## config.mk

```make
export PLATFORM = sky130hd
export DESIGN_NAME = fp_mul_seq
export DESIGN_NICKNAME = d
export VERILOG_FILES = /design/src/rtl/fp_mul_pkg.sv /design/src/rtl/fp_mul_shift_add.sv /design/src/rtl/fp_mul_seq.sv
export SDC_FILE = /design/constraint.sdc
export NUM_CORES = 1
export LEC_CHECK = 0
export ABC_AREA = 1
export CORE_MARGIN = 2
export CORE_UTILIZATION = 30
export CTS_BUF_LIST = sky130_fd_sc_hd__clkbuf_2
export CTS_CLUSTER_SIZE = 8
export DETAILED_ROUTE_END_ITERATION = 6
export PLACE_DENSITY = 0.49
export SYNTH_ARGS = -nofsm -noshare
export SYNTH_HDL_FRONTEND = slang
export SYNTH_SLANG_ARGS = --single-unit
export TNS_END_PERCENT = 10
```

## constraint.sdc

```tcl
create_clock -name clk -period 13.7 [get_ports clk]
set_input_delay 4.11 -clock clk [delete_from_list [all_inputs] [get_ports clk]]
set_output_delay 4.11 -clock clk [all_outputs]
set_load 0.01 [all_outputs]
```

## src/rtl/fp_mul_pkg.sv

```systemverilog
// ============================================================================
// fp_mul_pkg : shared constants, FSM/class enums and operand classifier
//              for the sequential binary32 multiplier.
// Rev 1.0
// ============================================================================
`default_nettype none

package fp_mul_pkg;

    localparam int EXP_BIAS = 127;
    localparam int MANT_W   = 24;
    localparam int PROD_W   = 48;
    localparam int EXP_MAX  = 255;

    localparam logic [31:0] QNAN    = 32'h7FC00000;
    localparam logic [30:0] INF_MAG = 31'h7F800000;

    typedef enum logic [2:0] {
        ST_IDLE = 3'd0,
        ST_MUL  = 3'd1,
        ST_NORM = 3'd2,
        ST_RND  = 3'd3,
        ST_DONE = 3'd4
    } state_t;

    typedef enum logic [1:0] {
        CLS_NORM = 2'd0,
        CLS_NAN  = 2'd1,
        CLS_INF  = 2'd2,
        CLS_ZERO = 2'd3
    } cls_t;

    // Operand magnitudes only; exponent field 0 counts as zero (denormal flush).
    function automatic cls_t classify(input logic [30:0] a, input logic [30:0] b);
        logic a_nan, b_nan, a_inf, b_inf, a_zero, b_zero;
        a_nan  = (a[30:23] == 8'hFF) && (a[22:0] != 23'd0);
        b_nan  = (b[30:23] == 8'hFF) && (b[22:0] != 23'd0);
        a_inf  = (a[30:23] == 8'hFF) && (a[22:0] == 23'd0);
        b_inf  = (b[30:23] == 8'hFF) && (b[22:0] == 23'd0);
        a_zero = (a[30:23] == 8'h00);
        b_zero = (b[30:23] == 8'h00);
        if (a_nan || b_nan || (a_inf && b_zero) || (b_inf && a_zero)) begin
            return CLS_NAN;
        end else if (a_inf || b_inf) begin
            return CLS_INF;
        end else if (a_zero || b_zero) begin
            return CLS_ZERO;
        end
        return CLS_NORM;
    endfunction

endpackage

`default_nettype wire

```

## src/rtl/fp_mul_shift_add.sv

```systemverilog
// ============================================================================
// fp_mul_shift_add : iterative radix-2^BITS_PER_CYCLE unsigned mantissa
//                    multiplier, LSB-first, multiplier shifted out of product.
// Rev 1.0
// ============================================================================
`default_nettype none

module fp_mul_shift_add
    import fp_mul_pkg::*;
#(
    parameter int BITS_PER_CYCLE = 1
) (
    input  logic              clk,
    input  logic              rst,
    input  logic              load,
    input  logic              step,
    input  logic [MANT_W-1:0] mcand,
    input  logic [MANT_W-1:0] mplier,
    output logic [PROD_W-1:0] product
);

    localparam int PART_W = MANT_W + BITS_PER_CYCLE;

    logic [MANT_W-1:0] mcand_q, mcand_d;
    logic [PROD_W-1:0] prod_q, prod_d;
    logic [PART_W-1:0] pp [BITS_PER_CYCLE];
    logic [PART_W-1:0] partial;
    logic [PART_W-1:0] hi_sum;

    generate
        for (genvar j = 0; j < BITS_PER_CYCLE; j++) begin : g_pp
            assign pp[j] = prod_q[j] ? (PART_W'(mcand_q) << j) : '0;
        end
    endgenerate

    always_comb begin
        partial = '0;
        for (int j = 0; j < BITS_PER_CYCLE; j++) begin
            partial = partial + pp[j];
        end
    end

    // Upper half plus partial product never exceeds PART_W bits.
    assign hi_sum = PART_W'(prod_q[PROD_W-1:MANT_W]) + partial;

    always_comb begin
        mcand_d = mcand_q;
        prod_d  = prod_q;
        if (load) begin
            mcand_d = mcand;
            prod_d  = {{MANT_W{1'b0}}, mplier};
        end else if (step) begin
            prod_d = {hi_sum, prod_q[MANT_W-1:BITS_PER_CYCLE]};
        end
    end

    always_ff @(posedge clk or posedge rst) begin
        if (rst) begin
            mcand_q <= '0;
            prod_q  <= '0;
        end else begin
            mcand_q <= mcand_d;
            prod_q  <= prod_d;
        end
    end

    assign product = prod_q;

endmodule

`default_nettype wire

```

## src/rtl/fp_mul_seq.sv

```systemverilog
// ============================================================================
// fp_mul_seq : multi-cycle binary32 multiplier sequencer with valid/ready I/O.
//              Define FP_RNE_EN for round-to-nearest-even (default truncates).
// Rev 1.0
// ============================================================================
`default_nettype none

module fp_mul_seq
    import fp_mul_pkg::*;
#(
    parameter int BITS_PER_CYCLE = 1
) (
    input  logic        clk,
    input  logic        rst,
    input  logic        in_valid,
    output logic        in_ready,
    input  logic [31:0] op_a,
    input  logic [31:0] op_b,
    output logic        out_valid,
    input  logic        out_ready,
    output logic [31:0] result,
    output logic        flag_ovf,
    output logic        flag_unf,
    output logic        flag_nan,
    output logic        busy
);

    localparam int                 ITER     = MANT_W / BITS_PER_CYCLE;
    localparam int                 CNT_W    = 5;
    localparam logic [CNT_W-1:0]   CNT_LAST = CNT_W'(ITER - 1);
    localparam logic signed [9:0]  EXP_OVF  = 10'(EXP_MAX);

    state_t             state_q, state_d;
    cls_t               cls_q, cls_d;
    logic               sign_q, sign_d;
    logic signed [9:0]  exp_q, exp_d;
    logic [MANT_W-1:0]  mant_a_q, mant_a_d;
    logic [MANT_W-1:0]  mant_b_q, mant_b_d;
    logic               load_pend_q, load_pend_d;
    logic [CNT_W-1:0]   cnt_q, cnt_d;
    logic [22:0]        frac_q, frac_d;
    logic [31:0]        result_q, result_d;
    logic               ovf_q, ovf_d;
    logic               unf_q, unf_d;
    logic               nan_q, nan_d;

    logic               core_load, core_step;
    logic [PROD_W-1:0]  prod;
    logic signed [9:0]  rnd_exp;
    logic [22:0]        rnd_frac;

`ifdef FP_RNE_EN
    logic guard_q, guard_d;
    logic sticky_q, sticky_d;
    logic rnd_inc, rnd_carry;

    always_comb begin
        rnd_exp = exp_q;
        rnd_inc = guard_q & (sticky_q | frac_q[0]);
        {rnd_carry, rnd_frac} = {1'b0, frac_q} + {23'd0, rnd_inc};
        if (rnd_carry) begin
            rnd_exp = exp_q + 10'sd1;
        end
    end

    always_ff @(posedge clk or posedge rst) begin
        if (rst) begin
            guard_q  <= 1'b0;
            sticky_q <= 1'b0;
        end else begin
            guard_q  <= guard_d;
            sticky_q <= sticky_d;
        end
    end
`else
    logic unused_prod_lsbs;
    assign unused_prod_lsbs = ^prod[22:0];

    always_comb begin
        rnd_exp  = exp_q;
        rnd_frac = frac_q;
    end
`endif

    fp_mul_shift_add #(
        .BITS_PER_CYCLE (BITS_PER_CYCLE)
    ) u_core (
        .clk     (clk),
        .rst     (rst),
        .load    (core_load),
        .step    (core_step),
        .mcand   (mant_a_q),
        .mplier  (mant_b_q),
        .product (prod)
    );

    always_comb begin
        state_d     = state_q;
        cls_d       = cls_q;
        sign_d      = sign_q;
        exp_d       = exp_q;
        mant_a_d    = mant_a_q;
        mant_b_d    = mant_b_q;
        load_pend_d = load_pend_q;
        cnt_d       = cnt_q;
        frac_d      = frac_q;
        result_d    = result_q;
        ovf_d       = ovf_q;
        unf_d       = unf_q;
        nan_d       = nan_q;
`ifdef FP_RNE_EN
        guard_d     = guard_q;
        sticky_d    = sticky_q;
`endif
        core_load   = 1'b0;
        core_step   = 1'b0;

        case (state_q)
            ST_IDLE: begin
                if (in_valid) begin
                    sign_d      = op_a[31] ^ op_b[31];
                    exp_d       = {2'b00, op_a[30:23]} + {2'b00, op_b[30:23]} - 10'(EXP_BIAS);
                    mant_a_d    = {1'b1, op_a[22:0]};
                    mant_b_d    = {1'b1, op_b[22:0]};
                    cls_d       = classify(op_a[30:0], op_b[30:0]);
                    cnt_d       = '0;
                    load_pend_d = 1'b1;
                    ovf_d       = 1'b0;
                    unf_d       = 1'b0;
                    nan_d       = 1'b0;
                    state_d     = ST_MUL;
                end
            end

            // Core loads from registered mantissas, then retires ITER steps.
            ST_MUL: begin
                if (load_pend_q) begin
                    core_load   = 1'b1;
                    load_pend_d = 1'b0;
                end else begin
                    core_step = 1'b1;
                    if (cnt_q == CNT_LAST) begin
                        state_d = ST_NORM;
                    end else begin
                        cnt_d = cnt_q + 1'b1;
                    end
                end
            end

            ST_NORM: begin
                if (prod[PROD_W-1]) begin
                    frac_d   = prod[46:24];
                    exp_d    = exp_q + 10'sd1;
`ifdef FP_RNE_EN
                    guard_d  = prod[23];
                    sticky_d = |prod[22:0];
`endif
                end else begin
                    frac_d   = prod[45:23];
`ifdef FP_RNE_EN
                    guard_d  = prod[22];
                    sticky_d = |prod[21:0];
`endif
                end
                state_d = ST_RND;
            end

            ST_RND: begin
                if (cls_q == CLS_NAN) begin
                    result_d = QNAN;
                    nan_d    = 1'b1;
                end else if (cls_q == CLS_INF) begin
                    result_d = {sign_q, INF_MAG};
                end else if (cls_q == CLS_ZERO) begin
                    result_d = {sign_q, 31'd0};
                end else if (rnd_exp >= EXP_OVF) begin
                    result_d = {sign_q, INF_MAG};
                    ovf_d    = 1'b1;
                end else if (rnd_exp <= 10'sd0) begin
                    result_d = {sign_q, 31'd0};
                    unf_d    = 1'b1;
                end else begin
                    result_d = {sign_q, rnd_exp[7:0], rnd_frac};
                end
                state_d = ST_DONE;
            end

            ST_DONE: begin
                if (out_ready) begin
                    state_d = ST_IDLE;
                end
            end

            default: state_d = ST_IDLE;
        endcase
    end

    always_ff @(posedge clk or posedge rst) begin
        if (rst) begin
            state_q     <= ST_IDLE;
            cls_q       <= CLS_NORM;
            sign_q      <= 1'b0;
            exp_q       <= '0;
            mant_a_q    <= '0;
            mant_b_q    <= '0;
            load_pend_q <= 1'b0;
            cnt_q       <= '0;
            frac_q      <= '0;
            result_q    <= '0;
            ovf_q       <= 1'b0;
            unf_q       <= 1'b0;
            nan_q       <= 1'b0;
        end else begin
            state_q     <= state_d;
            cls_q       <= cls_d;
            sign_q      <= sign_d;
            exp_q       <= exp_d;
            mant_a_q    <= mant_a_d;
            mant_b_q    <= mant_b_d;
            load_pend_q <= load_pend_d;
            cnt_q       <= cnt_d;
            frac_q      <= frac_d;
            result_q    <= result_d;
            ovf_q       <= ovf_d;
            unf_q       <= unf_d;
            nan_q       <= nan_d;
        end
    end

    assign in_ready  = (state_q == ST_IDLE);
    assign out_valid = (state_q == ST_DONE);
    assign busy      = (state_q != ST_IDLE);
    assign result    = result_q;
    assign flag_ovf  = ovf_q;
    assign flag_unf  = unf_q;
    assign flag_nan  = nan_q;

endmodule

`default_nettype wire

```

# After elaboration in Yosys (flattened, before gate mapping)
# Index checks and enable logic that the tools add are counted.
# W data, S select, Z words.
[totals]
reg_bits = 200
inputBits = 68
word_cells = 127
out_inout_bits = 38
[op_classes]
n_addsub = 5
mux = 50
magnitude_cmp = 2
n_eq_ne = 23
n_reduce_logical = 31
n_bitwise = 1
[ops]
columns = ["operator", "count"]
rows = [
  ["$mux W31", 4],
  ["$mux W48", 2],
  ["$logic_not A23 Y1", 2],
  ["$reduce_bool A23 Y1", 2],
  ["$mux W32", 1],
  ["$add A24 B25 Y25", 1],
  ["$mux W24", 1],
  ["$mux W23", 1],
  ["$ne A2 B2 Y1 const B", 11],
  ["$mux W1", 21],
  ["$mux W10", 2],
  ["$pmux W10 S2", 1],
  ["$eq A8 B8 Y1 const B", 2],
  ["$logic_not A8 Y1", 2],
  ["$mux W5", 3],
  ["$pmux W3 S5", 1],
  ["$mux W3", 4],
  ["$add A10 B2 Y10 const B", 1],
  ["$ge A10 B9 Y1 const B", 1],
  ["$le A10 B1 Y1 const B", 1],
  ["$pmux W5 S2", 1],
  ["$sub A9 B7 Y10 const B", 1],
  ["$add A8 B8 Y9", 1],
  ["$mux W2", 4],
  ["20 further kinds", 41],
]

# Longest topological paths before layout
# Gate-level depths: netlist of the first run.
[depth]
word_depth = 9
depth_mapped = 16

# Hierarchy
# Synthesis of the first run repeated with hierarchy kept, for this count alone.
[hier_totals]
hier_cells = 1451
hier_area_um2 = 11011.8
[by_module_without_submodules]
columns = ["mod", "cells_per_inst", "seq_area_each_um2", "instances", "area_each_um2"]
rows = [
  ["fp_mul_seq", 796, 3178.0, 1, 6298.5],
  ["fp_mul_shift_add", 655, 1801.7, 1, 4713.3],
]

# Least setup slack after synthesis of the first run
# Ideal clock, no wire load.
[synth_path]
path_type = "in2reg"
start = "input op_a[24]"
end = "register exp_q[7]"
path_stages = 8
slack_ps = 8099
arrival_ps = 5523
required_time_ps = 13623
path_cell_list = "ha_1 > ha_1 > fa_1 > nand4_1 > nand3_1 > a21oi_1 > o21ai_0 > a21oi_1"
[synth_between]
elab_chain_cells = 4
[synth_rtl]
columns = ["element", "line", "source"]
rows = [
  ["start: declaration", "fp_mul_seq.sv:17", "input logic [31:0] op_a,"],
  ["$add A8 B8 Y9", "fp_mul_seq.sv:122", "exp_d = {2'b00, op_a[30:23]} + {2'b00, op_b[30:23]} - 10'(EXP_BIAS);"],
  ["$sub A9 B7 Y10", "fp_mul_seq.sv:122", ""],
  ["$mux W10", "fp_mul_seq.sv:120", "if (in_valid) begin"],
  ["$pmux W10 S2", "fp_mul_seq.sv:118", "case (state_q)"],
  ["end signal: assignment", "fp_mul_seq.sv:217", "exp_q <= exp_d;"],
  ["end: declaration", "fp_mul_seq.sv:36", "logic signed [9:0] exp_q, exp_d;"],
]
# No other way between the ends. The select of a mux whose other input is x is not followed.
# A chain may end at the register's enable or synchronous reset.

# Final worst setup path of the first run
[layout_path]
start = "register state_q[2]"
end = "output busy"
[layout_between]
elab_chain_cells = 1
[layout_rtl]
columns = ["element", "line", "source"]
rows = [
  ["start: declaration", "fp_mul_seq.sv:33", "state_t state_q, state_d;"],
  ["start signal: assignment", "fp_mul_seq.sv:214", "state_q <= state_d;"],
  ["$reduce_bool A3 Y1", "fp_mul_seq.sv:232", "assign busy = (state_q != ST_IDLE);"],
  ["end: declaration", "fp_mul_seq.sv:25", "output logic busy"],
]
# No other way between the ends.

==> results.md, run 1 <==
- Status: finished clean
- Yosys warns: 0
- Mean cell area of the mapped netlist: 7.34 µm²
- Vias in the first global route: 8860
- Placed Area: 0.0123 mm²
- Worst Path Required: 9.59 ns
- Xor-xnor portion of the synthesized cell area: 0.243%
- DPL Wire Length: about 20 mm
- HP Start: frac_q[0]$_DFFE_PP0P_
- Power Density: around 190 mW/mm²
- Share of cells above drive strength 1: 4.02%
- Worst Setup SP: state_q[2]$_DFFE_PP0P_
- H-tree depth: 4
- Clk_lat worst skew: roughly 0.8 ns
- Most common cell on crit path: inv_1
- Crit Path Category: flop to primary output
- # DRC: 0
- RD Place Congestion: 0.871
- Pleak: 6.46 nW
- Cell Rows: 69
- Reg2reg path depth: 5
- Vias/cell: between 4 and 5
- Worst setup EP type: primary output
- Width of the die: between 150 and 200 µm
- Synth Area in Simple Gates: 28.7%
- CP peak stage delay: about 0.50 ns
- DRT antenna net count: 0
- Area growth syn-to-layout: 16.0%
- Final core utilization: about a third
- Synth Area in Compound Gates: 10.8%
- Relative slew margins: around 27%
- Worst path bufs/invs: 3
- Multi-input gate area: 0.00486 mm²
- Distinct cells, synth: 38
- Total power: between 2 and 2.5 mW
- DRT Pass-1 Iters: 5
- FF+latch count, synth: 199
- Die height: 194 µm
- Number of top-level pins: ~110
- Post-synthesis mux area share: 0%
- Min-delay worst type: flop to flop
- Final worst-path setup slack: 7.28 ns
- Gr ovfl total: 0
- Finished Layout Cells: 2030
- Final hold vios: 0
- # Max-Cap Violations: 0
- Crit-path max FO: 4
- Setup Skew: 0.0674 ns
- CTS resizes: 0
- Top cells by count, synth: nand2_1, dfrtp_1, inv_1, nor2_1, o21ai_0
- Adder-cell share of the synthesized area: 5.23%
- Avg WL per Cell: 13.8 µm
- Worst r2r src: state_q[2]$_DFFE_PP0P_
- Largest net degree at the start of global routing: 128
- Post-synthesis sequential area ratio: 46.1%
- Cts hold-fix bufs: 0
- F_max: 0.156 GHz
- Mapped Area: about 0.011 mm²
- Antenna violations before repair: 2
- Cell taking the most area after synthesis: dfrtp_1
- Ranking of synthesized cells by area: dfrtp_1, nand2_1, inv_1
- Post-synth top flop: dfrtp_1
- Min Tclk post-route: 6.42 ns
- Count leader, synth: nand2_1
- Vias: 9206
- Final Setup Violations: 0
- Reg2reg end: result[21]$_DFFE_PP0P_
- Mapped Nets: approximately 1600
- Async S/R FF share, synth: 100%
- Initial Utilization: a little under a third
- Worst Setup EP: busy
- CP Depth: 5
- Drt initial violations: between 500 and 600
- Hold_ws: 0.507 ns
- # placed instances: 1996
- Port bufs: 105
- Sink Count: 199
- R2r setup slk: 10.69 ns
- Post-Synthesis Cells: 1472
- Number of flops mapped to enable cells by yosys: 0
- CP Launch Type: flop
- Slew @ Worst Pin: 1.09 ns
- Final Cell Area: 0.0125 mm²
- Max-slew violations: 0
- Fill cells: 3886
- Reg area: 0.00498 mm²
- Setup TNS: 0 ns
- Post-CTS setup buffers: 0
- Reg clk slew, reported paths: 0.30 ns
- Crit path DAT: 2.31 ns
- Largest family of logic cells by synthesized area: simple AND/OR/NAND/NOR gates
- Die area: about 0.038 mm²
- First-pass GRT wire length: between 40 and 50 mm
- Cell Chain, Critical Path: nor2_1, inv_1, nor2_2, inv_1, clkdlybuf4s50_1
- Slowest CP cell: dfrtp_1
- CTS tree: done
- Crit share post-route: 46.8%
- CTS buffer count: 17
- CTS root buffer: clkbuf_2
- RSZ-0062 raised after global routing: no
- CTS Buffer Depth: 2
- Post-Place Worst Slack: 7.36 ns
- Worst vdd ir: 0.000112 V
- Total wire length: 27.9 mm
- Area of the core: 0.0355 mm²
- Worst path top cell family by delay: buffers and inverters
- Synth top area share: 46.1%
- Total GRT Usage: 15.1%
- Fin nets: 1666
-- worst min-delay path by stage --
stage / cells after the start / slack, ns / to
after floorplan: 1 / 0.44 / mant_a_q[23]$_DFFE_PP0P_
after detailed placement: 2 / 0.45 / u_core.mcand_q[3]$_DFFE_PP0P_
after global routing: 1 / 0.53 / mant_a_q[23]$_DFFE_PP0P_
after CTS: 2 / 0.51 / result[0]$_DFFE_PP0P_
after global placement: 1 / 0.45 / mant_a_q[23]$_DFFE_PP0P_
final: 2 / 0.51 / result[0]$_DFFE_PP0P_
-- placed cells by master (no fill, tap or decap), types with 4 or more instances in the layout --
cell / synthesis / layout
o21ai_0: 69 / 69
nand2_1: 539 / 538
o22ai_1: 13 / 13
nand3b_1: 5 / 5
clkdlybuf4s50_1: 0 / 105
o211ai_1: 4 / 4
nand4_1: 21 / 21
dfrtp_1: 199 / 199
nand3_1: 50 / 50
buf_4: 0 / 5
nor3_1: 8 / 8
ha_1: 42 / 42
inv_8: 0 / 4
a221oi_2: 5 / 5
a21oi_1: 55 / 55
nor2_1: 143 / 143
inv_2: 9 / 9
or2_2: 4 / 4
a31oi_1: 24 / 24
inv_1: 192 / 191
clkbuf_2: 0 / 17
a221oi_1: 6 / 6
o21ai_1: 14 / 14
-- worst reg2reg max path: stages, from the launching register on --
cell and delay (ns):
dfrtp_1 0.50, nor2_1 0.12, nand2_1 0.63, nor3_2 0.47
nand4_1 0.74, o21ai_0 0.44
-- registers in the layout, summed over array words and instances, names as in the netlist --
signal / cells
mant_b_q: 23
result: 32
flag_unf: 1
exp_q: 10
u_core.product: 48
flag_ovf: 1
mant_a_q: 24
u_core.mcand_q: 24
cls_q: 2
load_pend_q: 1
sign_q: 1
frac_q: 23
state_q: 3
cnt_q: 5
flag_nan: 1
-- metal layers --
metal	part of all wire [%]	track usage [%]	vias to the layer above
met5	0	0	-
met4	1.1	3.59	0
met3	3.2	2.24	19
met2	44	23.7	140
met1	52	21.8	4237
li1	-	-	4810
-- cell type report --
type	count	area share (%)
diodes	2	0.0399
clock buffers	17	0.679
clock inverters	15	1.37
inverters	202	6.11
multi-input cells	1024	38.8
flip-flops and latches	199	39.7
well taps	461	4.60
repair buffers	110	8.68
-- power breakdown --
part,internal (mW),switching [mW]
Sequential,0.831,0.160
Combinational,0.416,0.702
Clock,0.0886,0.220
-- logic make-up after synthesis --
kind of cell / after synthesis
compound gates: 201
xor+xnor: 3
fa+ha+maj: 44
buf+inv: 249
flops: 199
simple gates: 776
No activity file was read; power rests on OpenSTA's default activity.
==> run 2: changes to the inputs <==
==> constraint.sdc (replaced) <==
create_clock -name clk -period 6.2 [get_ports clk]
set_input_delay 1.86 -clock clk [delete_from_list [all_inputs] [get_ports clk]]
set_output_delay 1.86 -clock clk [all_outputs]
set_load 0.01 [all_outputs]
==> results.md, run 2 (synthesized netlist as in run 1, its figures left out) <==
- Status: finished clean
- Sw frac: 44.6%
- Power Density: approximately 430 mW/mm²
- Flop pwr share: 40.9%
- Int Pwr: 2.97 mW
- Number of top-level pins: 106
- Total wire length: 27.9 mm
- Post-CTS setup buffers: 0
- Clk_lat worst skew: 0.85 ns
- # Max-Cap Violations: 0
- Setup Skew: about 0.045 ns
- Max-slew violations: 0
- Min-delay worst type: flop to flop
- Slew @ Worst Pin: 1.10 ns
- CTS Buffer Depth: 2
- Antenna violations before repair: 1
- Worst path bufs/invs: 3
- Area of the core: ~0.035 mm²
- Clock network power share: 12.9%
- Setup TNS: 0 ns
- Avg WL per Cell: around 14 µm
- RD Place Congestion: 0.857
- Largest net degree at the start of global routing: 86
- Initial Utilization: a little under a third
- Width of the die: 194 µm
- Cell Chain, Critical Path: nor2_1, inv_1, nor2_2, inv_1, clkdlybuf4s50_1
- DPL Wire Length: 20.4 mm
- Final Setup Violations: 0
- Comb pwr share: 46.3%
- Total GRT Usage: 15.2%
- Crit share post-route: about two thirds
- NetSw: 2.39 mW
- CP Launch Type: flop
- Reg clk slew, reported paths: 0.32 ns
- Crit-path max FO: 4
- First-pass GRT wire length: around 46 mm
- CP peak stage delay: roughly 0.5 ns
- Die area: 0.0375 mm²
- Most common cell after layout, fill and taps aside: nand2_1
- Sink Count: 199
- F_max: 0.239 GHz
- Worst Path Required: 4.34 ns
- CTS resizes: 0
- Final core utilization: 35.4%
- # placed instances: 1998
- Drt initial violations: 453
- DRT Pass-1 Iters: 5
- Port bufs: roughly 110
- Worst vdd ir: 0.000230 V
- CTS buffer count: 17
- Area growth syn-to-layout: 16.4%
- CTS tree: done
- Min Tclk post-route: around 4.2 ns
- Final hold vios: 0
- Share of cells above drive strength 1: 4.21%
- Gr ovfl total: 0
- Worst setup EP type: primary output
- Commonest non-fill, non-tap cells in the layout: nand2_1, dfrtp_1, inv_1
- Cts hold-fix bufs: 0
- Worst path top cell family by delay: buffers and inverters
- Slowest CP cell: clkdlybuf4s50_1
- Relative slew margins: 26.6%
- Vias/cell: roughly 4.5
- Pleak: between 6 and 7 nW
- Crit path DAT: 2.32 ns
- Fin nets: about 1700
- Cell Rows: between 60 and 70
- Vias: 9183
- DRT antenna net count: 0
- Vias in the first global route: 8772
- Most common cell on crit path: inv_1
- Max reg flops: 48
- R2r setup slk: between 3 and 4 ns
- # DRC: 0
- RSZ-0062 raised after global routing: no
- H-tree depth: 4
- Finished Layout Cells: 2032
- CTS root buffer: clkbuf_2
- Crit Path Category: flop to primary output
- Die height: 194 µm
[run 2: power groups by stage]
stage,logic (mW),clock network (mW),registers (mW)
final,2.48,0.689,2.19
after CTS,2.52,0.724,2.19
after detailed placement,2.51,0,2.23
after global routing,2.86,0.761,2.27
after global placement,2.48,0,2.22
after floorplan,1.81,0,2.14
[run 2: final timing paths]
path	from	endpoint	cells after the start
max reg2reg	state_q[2]$_DFFE_PP0P_	result[0]$_DFFE_PP0P_	5
max in group asynchronous	rst	result[21]$_DFFE_PP0P_	3
min	mant_a_q[9]$_DFFE_PP0P_	u_core.mcand_q[9]$_DFFE_PP0P_	2
max	state_q[2]$_DFFE_PP0P_	busy	5
min in group asynchronous	rst	mant_b_q[7]$_DFFE_PP0P_	2
min reg2reg	mant_a_q[9]$_DFFE_PP0P_	u_core.mcand_q[9]$_DFFE_PP0P_	2
[run 2: through the flow]
stage	setup WS (ns)	instance area (µm²)	power [mW]	hold slack, ns
2_1_floorplan	1.77	10800	3.94	0.440
3_3_place_gp	2.22	12300	4.70	0.452
3_5_place_dp	2.19	12300	4.73	0.450
4_1_cts	1.90	12600	5.43	0.509
5_1_grt	1.79	12600	5.90	0.533
6_report	2.02	12600	5.35	0.504
[run 2: worst reg2reg max path, delay by kind of cell (launching register included)]
kind | cells | cell delay (ns)
AOI/OAI and AO/OA | 1 | 0.42
DFF | 1 | 0.50
and+or+nand+nor | 4 | 1.87
[run 2: metal layers]
layer | wire [µm] | part of all wire (%) | up-vias | global-route usage [%]
met3 | 828 | 3.0 | 25 | 2.35
met5 | 0 | 0 | - | 0
met2 | 12100 | 44 | 131 | 23.1
met4 | 378 | 1.4 | 0 | 4.04
met1 | 14500 | 52 | 4202 | 22.4
li1 | - | - | 4825 | -
[run 2: layout make-up]
type | instances | area (µm²)
well taps | 461 | 577
clock buffers | 19 | 95.1
multi-input cells | 1024 | 4860
flip-flops and latches | 199 | 4980
repair buffers | 112 | 1130
clock inverters | 13 | 160
diodes | 2 | 5.00
inverters | 202 | 762
fillers | 3889 | 22900
